--- src/rtl/adder_carry_resolve.sv ---
// Final sum stage of the prefix adder: registered Kogge-Stone carry tree, one level per cycle.
// Latency: $clog2(DATA_W)+1 cycles from input transfer to out_valid; throughput 1 op/cycle.
// Backpressure: in_ready = !out_valid | out_ready; when low the whole pipe, bubbles included, holds.
module adder_carry_resolve #(
  parameter int DATA_W = 32
) (
  input  logic              clk,
  input  logic              rst_n,
  input  logic [DATA_W-1:0] gen_in,
  input  logic [DATA_W-1:0] prop_in,
  input  logic              cin,
  input  logic              in_valid,
  output logic              in_ready,
  output logic [DATA_W-1:0] sum,
  output logic              cout,
  output logic              ovf,
  output logic              out_valid,
  input  logic              out_ready
);

  localparam int LOG2_W = $clog2(DATA_W);

  // Stage s holds (G, P) after s prefix levels; stage 0 has cin folded into bit 0.
  logic [DATA_W-1:0] g_q  [LOG2_W+1];
  logic [DATA_W-1:0] p_q  [LOG2_W+1];
  logic [DATA_W-1:0] po_q [LOG2_W+1];
  logic              ci_q [LOG2_W+1];
  logic              v_q  [LOG2_W+1];

  logic [DATA_W-1:0] g_nx [LOG2_W+1];
  logic [DATA_W-1:0] p_nx [LOG2_W+1];

  logic              en;
  logic [DATA_W-1:0] g_fin;
  logic [DATA_W-1:0] carries;

  assign en       = !out_valid || out_ready;
  assign in_ready = en;

  assign g_nx[0] = {gen_in[DATA_W-1:1], gen_in[0] | (prop_in[0] & cin)};
  assign p_nx[0] = prop_in;

  for (genvar k = 1; k <= LOG2_W; k++) begin : g_level
    localparam int D = 1 << (k - 1);
    // Bits below the span keep their P unchanged rather than being masked to zero.
    localparam logic [DATA_W-1:0] LOW = (DATA_W'(1) << D) - DATA_W'(1);
    assign g_nx[k] = g_q[k-1] | (p_q[k-1] & (g_q[k-1] << D));
    assign p_nx[k] = p_q[k-1] & ((p_q[k-1] << D) | LOW);
  end

  assign g_fin   = g_q[LOG2_W];
  assign carries = {g_fin[DATA_W-2:0], ci_q[LOG2_W]};

  always_ff @(posedge clk) begin
    if (!rst_n) begin
      for (int s = 0; s <= LOG2_W; s++) begin
        v_q[s]  <= 1'b0;
        g_q[s]  <= '0;
        p_q[s]  <= '0;
        po_q[s] <= '0;
        ci_q[s] <= 1'b0;
      end
      out_valid <= 1'b0;
      sum       <= '0;
      cout      <= 1'b0;
      ovf       <= 1'b0;
    end else if (en) begin
      v_q[0]  <= in_valid;
      g_q[0]  <= g_nx[0];
      p_q[0]  <= p_nx[0];
      po_q[0] <= prop_in;
      ci_q[0] <= cin;
      for (int s = 1; s <= LOG2_W; s++) begin
        v_q[s]  <= v_q[s-1];
        g_q[s]  <= g_nx[s];
        p_q[s]  <= p_nx[s];
        po_q[s] <= po_q[s-1];
        ci_q[s] <= ci_q[s-1];
      end
      out_valid <= v_q[LOG2_W];
      sum       <= po_q[LOG2_W] ^ carries;
      cout      <= g_fin[DATA_W-1];
      ovf       <= g_fin[DATA_W-1] ^ g_fin[DATA_W-2];
    end
  end

endmodule

--- config.mk ---
export PLATFORM = sky130hd
export DESIGN_NAME = adder_carry_resolve
export DESIGN_NICKNAME = d
export VERILOG_FILES = /design/src/rtl/adder_carry_resolve.sv
export SDC_FILE = /design/constraint.sdc
export NUM_CORES = 1
export LEC_CHECK = 0
export ABC_AREA = 0
export BUFFER_PORTS_ARGS = -buffer_cell sky130_fd_sc_hd__buf_2
export CAP_MARGIN = 40
export CORE_ASPECT_RATIO = 0.8
export CORE_MARGIN = 2
export CORE_UTILIZATION = 30
export CTS_BUF_LIST = sky130_fd_sc_hd__clkbuf_8 sky130_fd_sc_hd__clkbuf_16
export CTS_CLUSTER_DIAMETER = 80
export DETAILED_ROUTE_END_ITERATION = 7
export GPL_TIMING_DRIVEN = 1
export PLACE_DENSITY = 0.46
export SETUP_SLACK_MARGIN = 0.4
export SYNTH_ARGS = -nofsm -noshare
export SYNTH_HDL_FRONTEND = slang
export SYNTH_SLANG_ARGS = --single-unit
--- constraint.sdc ---
create_clock -name clk -period 13 [get_ports clk]
set_input_delay 1.95 -clock clk [delete_from_list [all_inputs] [get_ports clk]]
set_output_delay 1.95 -clock clk [all_outputs]
set_load 0.05 [all_outputs]
==> metrics.log <==
[metrics] peak fanout along the critical path: 117
[metrics] Layout Skew: 0.0178 ns
[metrics] Min Clock Period, post-route: 5.10 ns
[metrics] commonest cells after routing, fill and taps aside: 484 x edfxtp_1, 314 x and3_1, 163 x a21oi_1, 130 x nor2_1, 103 x buf_2
[metrics] number of setup violations in the final report: 0
[metrics] worst r2r path cells: 6
[metrics] type of the worst setup path: input pin to output port
[metrics] standard cell area after detailed placement: 21500 um2
[metrics] clk slew on worst S/H paths: 0.06 ns
[metrics] RSZ-0062 raised after global routing: false
[metrics] floorplan core area: 66100 um2
[metrics] largest net degree at the start of global routing: 182
[metrics] most frequent standard cell in the layout excluding fill and tap cells: edfxtp_1
[metrics] number of buffers inserted by post-CTS setup repair: 0
[metrics] maximum clock rate: 196 MHz
[metrics] Inserted Clock Buffers: 52
[metrics] stage delay of the slowest cell on the critical path: 0.42 ns
[metrics] critical path's slowest cell: nor2b_4
[metrics] total non-filler cell area in the finished layout: 23100 um2
[metrics] sum of overflow across all layers after global routing: 0
[metrics] global-route wire length before repair: 68100 um
[metrics] half-perimeter wire length after placement: 27700 um
[metrics] relative contribution of combinational cells to total power: 2.5%
[metrics] CTS H-Tree Depth: 2
[metrics] part of the Yosys area used for sequential elements: 76.6%
[metrics] Antenna Violating Nets Remaining: 0
[metrics] Horiz. Die Dim: 294 um
[metrics] final period utilization: 39.2%
[metrics] Mapped Avg Cell Area: 14.7 um2
[metrics] Die Area: 69200 um2
[metrics] crit end category: output port
[metrics] Critical Path Source Type: input pin
[metrics] Avg Vias per Cell: 4.61
[metrics] measured slew at the worst slew-check pin: 1.12 ns
[metrics] antenna diode count: 0
[metrics] post-synth design cell area: 20100 um2
[metrics] leakage power: 0.0102 uW
[metrics] count of fill cells added during filler insertion: 6411
[metrics] number of clock sinks: 529
[metrics] number of hold-repair buffers added at the cts stage: 0
[metrics] starting utilization of the core area: 30.5%
[metrics] count of different cell masters after synthesis: 21
[metrics] power density over cell area: 149 nW/um2
[metrics] layout overhead on the synthesized area: 14.7%
[metrics] total count of max-transition violations in the final report: 0
[metrics] aggregate routed wire length: 44600 um
[metrics] IO Pins: 105
[metrics] clock tree from TritonCTS: yes
[metrics] number of I/O port buffers: 104
[metrics] Data arrival, critical path: 3.15 ns
[metrics] FP Rows: 84
[metrics] max-slew headroom at the worst pin: 25.3%
[metrics] flip-flop and latch count after synthesis: 529
[metrics] count of final hold-check violations: 0
[metrics] async set or reset register ratio after synthesis: 0%
[metrics] worst setup path startpoint: out_ready
[metrics] ordered cell list for the critical path: buf_2 -> nor2b_4 -> inv_8 -> buf_2
[metrics] Net Sw Frac: 20.7%
[metrics] number of cells produced by synthesis: 1374
[metrics] reg-to-reg startpoint: out_valid
[metrics] last weighted congestion value of the routability-driven placer: 0.721
[metrics] power spent charging and discharging nets: 714 uW
[metrics] most frequent CP cell: buf_2
[metrics] outcome: complete, no violations
[metrics] ys flop type: edfxtp_1
[metrics] worst IR drop on VDD: 93.2 uV
[metrics] drt wl/cell: 19.0 um
[metrics] Total Routing Usage GR: 12.8%
[metrics] clock latency reported for the late side of the worst-skew pair: 0.61 ns
[metrics] number of iterations in the first detailed-routing pass: 5
[metrics] Syn Nets: 1443
[metrics] worst min path class: flip-flop to flip-flop
[metrics] overall die height: 236 um
[metrics] post-detailed-route DRC marker count: 0
[metrics] source of the worst hold timing path: ci_q[1]
[metrics] worst hold path cell count: 2
[metrics] Seq pwr share: 55.5%
[metrics] overall via count from detail_route: 10826
[metrics] via count of the first global-routing pass: 10865
[metrics] number of warning messages in the yosys log: 0
[metrics] fraction of power consumed by the clock network: 42.0%
[metrics] buffer cell driving the clock tree root: clkbuf_16
[metrics] # resized after CTS: 0
[metrics] max-cap violations: 0
[metrics] CP required: 11.05 ns
[metrics] Setup TNS Final: 0 ns
[metrics] internal portion of total power: 2730 uW
[metrics] DRC marker count from the first detailed-route iteration: 760
[metrics] initial antenna violation count: 7
[metrics] maximum clock path buffer count: 3
[metrics] number of nets in the finished design: 1518
[metrics] number of flops mapped to enable cells by yosys: 484
[metrics] proportion of layout cells with a drive suffix above 1: 13.3%
## critical path: cells and delay by family
kind	cells	cell delay, ns
and+or+nand+nor	1	0.42
buffers and inverters	3	0.76
## path summary, 6_finish.rpt
kind / to / slack, ns
setup / recovery: in_ready / 7.90
hold / removal: ci_q[1] / 0.46
setup reg to reg: p_q[0][112] / 10.24
hold reg to reg: ci_q[1] / 0.46
## state kept, by name, indices dropped and copies added (netlist names)
name,flops
p_q,98
cout,1
out_valid,1
ci_q,6
v_q,6
ovf,1
sum,32
po_q,192
g_q,192
## routing by layer
metal	global-route usage (%)	routed length [um]	share of wire, %
met1	21.1	24500	55
met2	16.9	17400	39
met3	2.24	2060	4.6
met4	3.12	676	1.5
met5	0	0	0
## area by class of cell
type                       count  area (um2)  area share, %
clock buffer                  57        1370           5.93
clock inverter                36         258           1.12
inverter                       1        11.3         0.0488
multi-input combinational    751        4260           18.4
sequential                   529       15400           66.8
tap                          860        1080           4.66
timing repair buffer         114         687           2.97
## synth_stat cells, types with 10 or more instances
cell type	number	area, um2
buf_4	13	97.6
a21boi_0	11	82.6
xnor2_1	33	289
edfxtp_1	484	14500
a21oi_1	163	816
buf_2	26	130
and3_1	314	1960
o21ai_0	33	165
nand2_1	24	90.1
clkbuf_1	46	173
dfxtp_1	45	901
and3_4	10	113
nor2_1	130	488
and2_1	30	188
## cells by family after synthesis
family | Yosys count | synth area share (%)
buffers and inverters | 94 | 2.39
flip-flops | 529 | 76.6
AND/OR/NAND/NOR | 510 | 14.2
AO/OA/AOI/OAI | 208 | 5.32
XOR/XNOR | 33 | 1.44
## power by group through the flow
stage	logic (uW)	clock network, uW	registers [uW]
2_1_floorplan	54.3	0	1930
3_3_place_gp	85.0	0	1950
3_5_place_dp	86.2	0	1950
4_1_cts	86.6	1490	1910
5_1_grt	96.4	1550	1910
6_report	84.7	1450	1910
## through the flow
stage / util [%] / power [uW] / hold WS (ns) / cells / worst slack [ns]
2_1_floorplan: - / 1990 / 0.434 / 1374 / 4.13
4_1_cts: 34.9 / 3490 / 0.466 / 2348 / 7.90
5_1_grt: 34.9 / 3560 / 0.488 / 2348 / 7.83
3_5_place_dp: 32.5 / 2030 / 0.451 / 2255 / 7.90
3_3_place_gp: 32.3 / 2030 / 0.442 / 2252 / 7.93
6_report: 34.9 / 3440 / 0.463 / 2348 / 7.90
Power figures use the tool's default switching activity.
